File: config.mk
export PLATFORM = sky130hd
export DESIGN_NAME = bank_cmd_queue
export DESIGN_NICKNAME = d
export VERILOG_FILES = /design/src/rtl/bank_cmd_queue.sv
export SDC_FILE = /design/constraint.sdc
export NUM_CORES = 2
export LEC_CHECK = 0
export CAP_MARGIN = 15
export CORE_MARGIN = 1.5
export CORE_UTILIZATION = 63
export CTS_CLUSTER_DIAMETER = 60
export CTS_CLUSTER_SIZE = 40
export DETAILED_ROUTE_END_ITERATION = 7
export PLACE_DENSITY = 0.93
export REMOVE_ABC_BUFFERS = 1
export SLEW_MARGIN = 20
export SYNTH_ARGS = -nofsm -noshare
export SYNTH_HDL_FRONTEND = slang
export SYNTH_SLANG_ARGS = --single-unit
File: constraint.sdc
create_clock -name clk -period 12.5 [get_ports clk]
set_clock_uncertainty 0.05 [all_clocks]
set_input_delay 3.75 -clock clk [delete_from_list [all_inputs] [get_ports clk]]
set_output_delay 3.75 -clock clk [all_outputs]
set_load 0.005 [all_outputs]
File: src/rtl/bank_cmd_queue.sv
`default_nettype none
// ============================================================================
// Module   : bank_cmd_queue
// Brief    : Per-bank command FIFOs feeding the scheduler arbiter; heads and
//            non-empty status are exposed per bank, pops come from sel_bank.
// Revision : 1.0 - initial release
// ============================================================================
module bank_cmd_queue #(
    parameter int NUM_BNK_TOT = 16,
    parameter int QWIDTH      = 32,
    parameter int DEPTH       = 4,
    parameter int BANK_W      = $clog2(NUM_BNK_TOT)
) (
    input  logic                          clk,
    input  logic                          rst,
    input  logic                          push_valid,
    input  logic [BANK_W-1:0]             push_bank,
    input  logic [QWIDTH-1:0]             push_cmd,
    output logic                          push_ready,
    output logic [NUM_BNK_TOT*QWIDTH-1:0] cmd_queue,
    output logic [NUM_BNK_TOT-1:0]        queue_valid,
    input  logic [NUM_BNK_TOT-1:0]        sel_bank,
    input  logic                          issue_valid,
    output logic [NUM_BNK_TOT-1:0]        bank_full,
    output logic                          pop_err
);

    localparam int c_PTR_W = $clog2(DEPTH);
    localparam int c_CNT_W = c_PTR_W + 1;

    logic [NUM_BNK_TOT-1:0] w_sel;
    logic                   w_sel_onehot;
    logic                   w_sel_empty;
    logic                   w_pop_ok;
    logic                   w_push_ok;
    logic                   pop_err_q;
    logic                   pop_err_d;

    // sel_bank is active-low; invert so a legal selection is one-hot.
    assign w_sel        = ~sel_bank;
    assign w_sel_onehot = (w_sel != '0) &&
                          ((w_sel & (w_sel - NUM_BNK_TOT'(1))) == '0);
    assign w_sel_empty  = |(w_sel & ~queue_valid);
    assign w_pop_ok     = issue_valid & w_sel_onehot & ~w_sel_empty;

    assign push_ready   = ~bank_full[push_bank];
    assign w_push_ok    = push_valid & push_ready;

    always_comb begin
        pop_err_d = pop_err_q;
        if (issue_valid && (!w_sel_onehot || w_sel_empty)) begin
            pop_err_d = 1'b1;
        end
    end

    always_ff @(posedge clk or posedge rst) begin
        if (rst) begin
            pop_err_q <= 1'b0;
        end else begin
            pop_err_q <= pop_err_d;
        end
    end

    assign pop_err = pop_err_q;

    for (genvar b = 0; b < NUM_BNK_TOT; b++) begin : g_bank
        localparam logic [BANK_W-1:0] c_ID = BANK_W'(b);

        logic [QWIDTH-1:0]  mem_q [DEPTH];
        logic [c_PTR_W-1:0] rd_ptr_q, rd_ptr_d;
        logic [c_PTR_W-1:0] wr_ptr_q, wr_ptr_d;
        logic [c_CNT_W-1:0] count_q, count_d;
        logic               w_push;
        logic               w_pop;

        assign w_push = w_push_ok && (push_bank == c_ID);
        assign w_pop  = w_pop_ok && w_sel[b];

        always_comb begin
            rd_ptr_d = rd_ptr_q;
            wr_ptr_d = wr_ptr_q;
            count_d  = count_q;
            if (w_push) begin
                wr_ptr_d = wr_ptr_q + c_PTR_W'(1);
            end
            if (w_pop) begin
                rd_ptr_d = rd_ptr_q + c_PTR_W'(1);
            end
            case ({w_push, w_pop})
                2'b10:   count_d = count_q + c_CNT_W'(1);
                2'b01:   count_d = count_q - c_CNT_W'(1);
                default: count_d = count_q;
            endcase
        end

        always_ff @(posedge clk or posedge rst) begin
            if (rst) begin
                rd_ptr_q <= '0;
                wr_ptr_q <= '0;
                count_q  <= '0;
            end else begin
                rd_ptr_q <= rd_ptr_d;
                wr_ptr_q <= wr_ptr_d;
                count_q  <= count_d;
            end
        end

        // Storage is deliberately not reset; the head mux masks stale data.
        always_ff @(posedge clk) begin
            if (w_push) begin
                mem_q[wr_ptr_q] <= push_cmd;
            end
        end

        assign queue_valid[b] = (count_q != '0);
        assign bank_full[b]   = (count_q == c_CNT_W'(DEPTH));
        assign cmd_queue[b*QWIDTH +: QWIDTH] = queue_valid[b] ? mem_q[rd_ptr_q] : '0;
    end

endmodule
`default_nettype wire

[After elaboration in Yosys (flattened, before gate mapping)]
Memory sizes are Yosys's and may differ from the RTL's.
Index checks and enable logic that the tools add are counted.
Cells by class
  eq/ne operators: 63
  bitwise operators: 9
  reduce and logical (&&, ||, !) cells: 72
  shifts and indexed selects: 0
  add/subtract/negate cells: 65
  order comparisons: 1
  multiply operators: 0
  mux-type cells: 66
  div/mod/pow operators: 0
Operators with widths (count)
  32-bit 2-to-1 mux: 16
  3-bit one-hot mux with 2 select lines: 16
  2-bit by 1-bit adder with 2-bit output, second input constant: 32
  3-bit by 1-bit adder with 3-bit output, second input constant: 16
  3-bit equality test, second input constant: 16
  3-bit nonzero test: 16
  3-bit by 1-bit subtractor with 3-bit output, second input constant: 16
  1-bit logical AND: 34
  1-bit 2-to-1 mux: 33
  16-bit AND: 2
  2-bit by 1-bit equality test with 1-bit output, second input constant: 16
  2-bit equality test, second input constant: 16
  4-bit equality test, second input constant: 8
  16-bit inverter: 2
  2-bit nonzero test: 16
  4-bit by 3-bit equality test with 1-bit output, second input constant: 4
  16-bit logical NOT: 1
  16-bit nonzero test: 1
  16-bit OR reduction: 1
  16-bit by 1-bit subtractor with 16-bit output, second input constant: 1
  4-bit by 2-bit equality test with 1-bit output, second input constant: 2
  4-bit by 5-bit < comparator with 1-bit output, second input constant: 1
  1-bit binary-select mux with 4-bit select: 1
  4-bit by 1-bit equality test with 1-bit output, second input constant: 1
  5 further kinds: 8
Storage, ports and cells
  ROM bits: 0
  RAM bits: 2048
  memories: 16
  bits in latches: 0
  logic and storage cells: 341
  output and inout bits: 546
  flip-flop bits (word level): 113
Memory list
  g_bank[0].mem_q: depth 4, bits a word 32, rd ports 1, clocked after memory_dff 0, write ports 1, RTL line 69  | logic [QWIDTH-1:0] mem_q [DEPTH];
  g_bank[10].mem_q: depth 4, bits a word 32, rd ports 1, clocked after memory_dff 0, write ports 1, RTL line 69
  g_bank[11].mem_q: depth 4, bits a word 32, rd ports 1, clocked after memory_dff 0, write ports 1, RTL line 69
  g_bank[12].mem_q: depth 4, bits a word 32, rd ports 1, clocked after memory_dff 0, write ports 1, RTL line 69
  g_bank[13].mem_q: depth 4, bits a word 32, rd ports 1, clocked after memory_dff 0, write ports 1, RTL line 69
  g_bank[14].mem_q: depth 4, bits a word 32, rd ports 1, clocked after memory_dff 0, write ports 1, RTL line 69
  +10 memories

[Logic depth before layout (Yosys ltp)]
  depth after elaboration: 10
  gate-level depth with buffers: 13
  gate-level depth less buffers: 12

[Worst setup path before layout]
No wires, ideal clock.
  kind: input port to output port
  from: input push_bank[1]
  to: output push_ready
  slack: 3.890 ns
  path buffers: 1
  data arrival time: 4.810 ns
  data required time: 8.700 ns
  stages on the path: 6
  path through: buf_2 -> and2_1 -> a22o_1 -> a221oi_1 -> a21oi_1 -> a21oi_1
Between the ends
  word-level cells in the longest chain between the ends: 3
Ends and longest elaborated chain
  from (decl): RTL line 17  | input logic [BANK_W-1:0] push_bank,
  1-bit binary-select mux with 4-bit select: RTL line 46  | assign push_ready = ~bank_full[push_bank];
  1-bit 2-to-1 mux (implied by the code): RTL line 46
  1-bit inverter: RTL line 46
  to (decl): RTL line 19  | output logic push_ready,
Every way passes these cells. The select of a mux whose other input is x is not followed.

[Worst setup path in the final report]
  from: input push_bank[0]
  to: output push_ready
Same word-level chain as after synthesis.

==> results.ini <==
[synthesis]
synth_edf_count = 2048
yosysSeqAreaShare = 0.762
netlist-cell-type-count = 56
yosys.area.top_type = edfxtp_1
ys_warn_count = 0
ys_top_cells_by_area = edfxtp_1, mux4_2, dfrtp_1
synth_cells = 3964
synth.avg_cell_area_um2 = 21.3
synth-seq-cells = 2161
synth_top_area_share = 0.728
syn_area_um2 = 84500
async_reset_ff_frac = 0.0523
synth_ff_type = edfxtp_1

[worst_setup_path]
reg2reg_slack_ns = 8.47
cp-start-kind = primary input
critPathSlowestCell = clkdlybuf4s50_1
timing.rr.end = g_bank[14].count_q[2]
crit_start = push_bank[0]
rr_worst_depth = 11
worst-path-stages = 7
crit_required_ns = 8.70
slowest_delay_ns = 0.82
crit_chain = clkdlybuf4s50_1 > nor2b_1 > a22o_1 > a221oi_1 > a211oi_1 > a21oi_1 > clkdlybuf4s50_1
crit_buf_inv = 2
critPathArrivalTime_ns = 6.34
crit_path_end = push_ready
r2r-start = g_bank[13].count_q[0]
worstSetupPathType = in -> out
crit_fanout = 11
cp_top_family = buffers and inverters
critPathMostFrequentCell = clkdlybuf4s50_1
end_kind = output port

[clock_tree]
hold_buffers = 0
cts.htree.levels = 4
clk_latency_ns = 0.80
cts_tree = done
clock_path_buffers = 3
cts_buffers = 131
post_cts_buffers = 0
cts.clk_slew.worst_paths_ns = 0.07
clkSinkCount = 2161
cts_root_buf = clkbuf_16
post_cts_resized = 0

[grt]
grt_pass1_wl_mm = 313
grt_max_degree = 74
antenna_found_initial = 20
globalRouteMet3Util = 0.0727
grt_use_total = 0.329
gr-usage-met2 = 0.533
grt.busiest_layer = met2
grt-ovfl-total = 0
grtUsageMet1 = 0.436
grt_pass1_vias = 43700

[timing]
setup_violations = 0
report.final.slew_viol_count = 0
worst_pin_slew_ns = 1.21
post-route-period-util = 0.811
setup_ws_ns = 2.36
whs_ns = 0.417
rsz0062_at_grt = no
min_period_ns = 10.14
hold_viol_final = 0
clock.fmax_ghz = 0.0986
relSlewSlack = 0.189
final.setup.tns_ns = 0

[placed_design]
place_ws_ns = 2.49
portBuffers = 601
gp_congestion = 0.810
hpwlAfterDp_mm = 123

[die]
die_x_um = 369
core_area_um2 = 133000
rows = 134
start_util = 0.634
io_pins = 602
die_area_um2 = 136000
die_h_um = 369

[drt]
via_count = 42900
wire_per_inst_um = 34.1
routed_wl_mm = 222
drc = 0
via_per_inst = 6.57
drt_iter0_markers = 6155
dr.pass1.iters = 6
ant_nets = 0

[layout]
nets = 4796
synthToLayoutAreaGrowth_pct = 15.7
drive_above_1_share = 0.211
multi_input_area_um2 = 19000
ff_latch_area_um2 = 64300
nFillCells = 7016

[outcome]
status = finished, final reports clean

[power_and_ir_drop]
peakVddDrop_uv = 137
p_per_area_nw_per_um2 = 160
power.leakage_nw = 31.5

[worst_hold_path]
hold_path_class = reg -> reg

[run]
cap_violations = 0

==> cells by family (layout without fill, tap and decap cells) <==
logic type	after synthesis	after routing	share of synthesized area
XOR/XNOR	94	94	0.00975
AND/OR/NAND/NOR	732	732	0.0558
adder cells (fa/ha/maj)	96	96	0.0156
buffers and inverters	302	1088	0.0136
multiplexers	544	544	0.141
AO/OA/AOI/OAI	35	35	0.00315
other	0	8	0
flip-flops	2161	2161	0.762
==> sequential cells by signal, summed over array words and instances (netlist names) <==
name and count:
pop_err 1, g_bank.mem_q 2048, g_bank.wr_ptr_q 32, g_bank.rd_ptr_q 32, g_bank.count_q 48
==> Yosys cell counts (17+ instances only) <==
cell / instances
edfxtp_1: 2048
mux4_2: 512
and2_1: 385
nor2b_1: 194
clkbuf_1: 139
dfrtp_1: 113
inv_1: 106
ha_1: 80
xor2_1: 62
buf_1: 51
xnor2_1: 32
nor2_1: 29
nor3_2: 17
==> routing by layer <==
metal,up-vias,routed length [um]
li1,17000,-
met1,22100,75100
met2,3232,110000
met3,539,26400
met4,22,10700
met5,-,138
==> report_power, final <==
group	internal (mW)	switching [mW]
Combinational	1.09	1.31
Clock	2.28	2.63
Sequential	8.14	0.167
==> worst min path at each step <==
stage / startpoint / endpoint / slack (ns) / cells past startpoint
global route: g_bank[12].rd_ptr_q[0] / g_bank[12].rd_ptr_q[0] / 0.45 / 1
CTS: g_bank[12].rd_ptr_q[0] / g_bank[12].rd_ptr_q[0] / 0.42 / 1
global placement: g_bank[5].rd_ptr_q[1] / g_bank[5].rd_ptr_q[1] / 0.41 / 1
detailed placement: g_bank[3].rd_ptr_q[1] / g_bank[3].rd_ptr_q[1] / 0.42 / 1
floorplan: g_bank[0].count_q[2] / g_bank[0].count_q[2] / 0.40 / 1
finish: g_bank[12].rd_ptr_q[0] / g_bank[12].rd_ptr_q[0] / 0.42 / 1
==> worst register-to-register path, cell delays in order (launching register included) <==
cell,delay (ns)
dfrtp_1,0.42
or3_2,0.56
o22ai_1,0.25
a2111oi_4,0.49
nand4_4,0.49
nor4_2,0.42
ha_1,0.27
inv_1,0.08
fa_1,0.39
xor2_1,0.18
nor2_1,0.17
xor2_1,0.17
==> placed cells by master, fill, tap and decap left out, drive strengths merged, types with 62 or more instances in the layout <==
cell type / instances
edfxtp: 2048
clkdlybuf4s50: 569
mux4: 512
and2: 385
nor2b: 194
buf: 174
inv: 154
clkbuf: 144
dfrtp: 113
ha: 80
xor2: 62
==> area by class of cell <==
class                   instances  area share
diodes                          8    0.000205
clock buffers                 144      0.0358
clock inverters                95      0.0128
inverters                     106     0.00412
multi-input cells            1501       0.195
flip-flops and latches       2161       0.659
well taps                    1768      0.0226
repair buffers                743      0.0709
==> per-stage QoR <==
| step | power, mW | std cells | area (um^2) | utilization |
|---|---|---|---|---|
| finish | 15.6 | 6526 | 97700 | 0.733 |
| global route | 16.0 | 6519 | 97700 | 0.733 |
| floorplan | 9.23 | 3768 | 83700 | - |
| detailed placement | 10.8 | 6279 | 92900 | 0.697 |
| global placement | 10.6 | 6279 | 92900 | 0.697 |
| CTS | 15.6 | 6518 | 97700 | 0.733 |
Note: power is estimated with default switching activity, not from simulation.
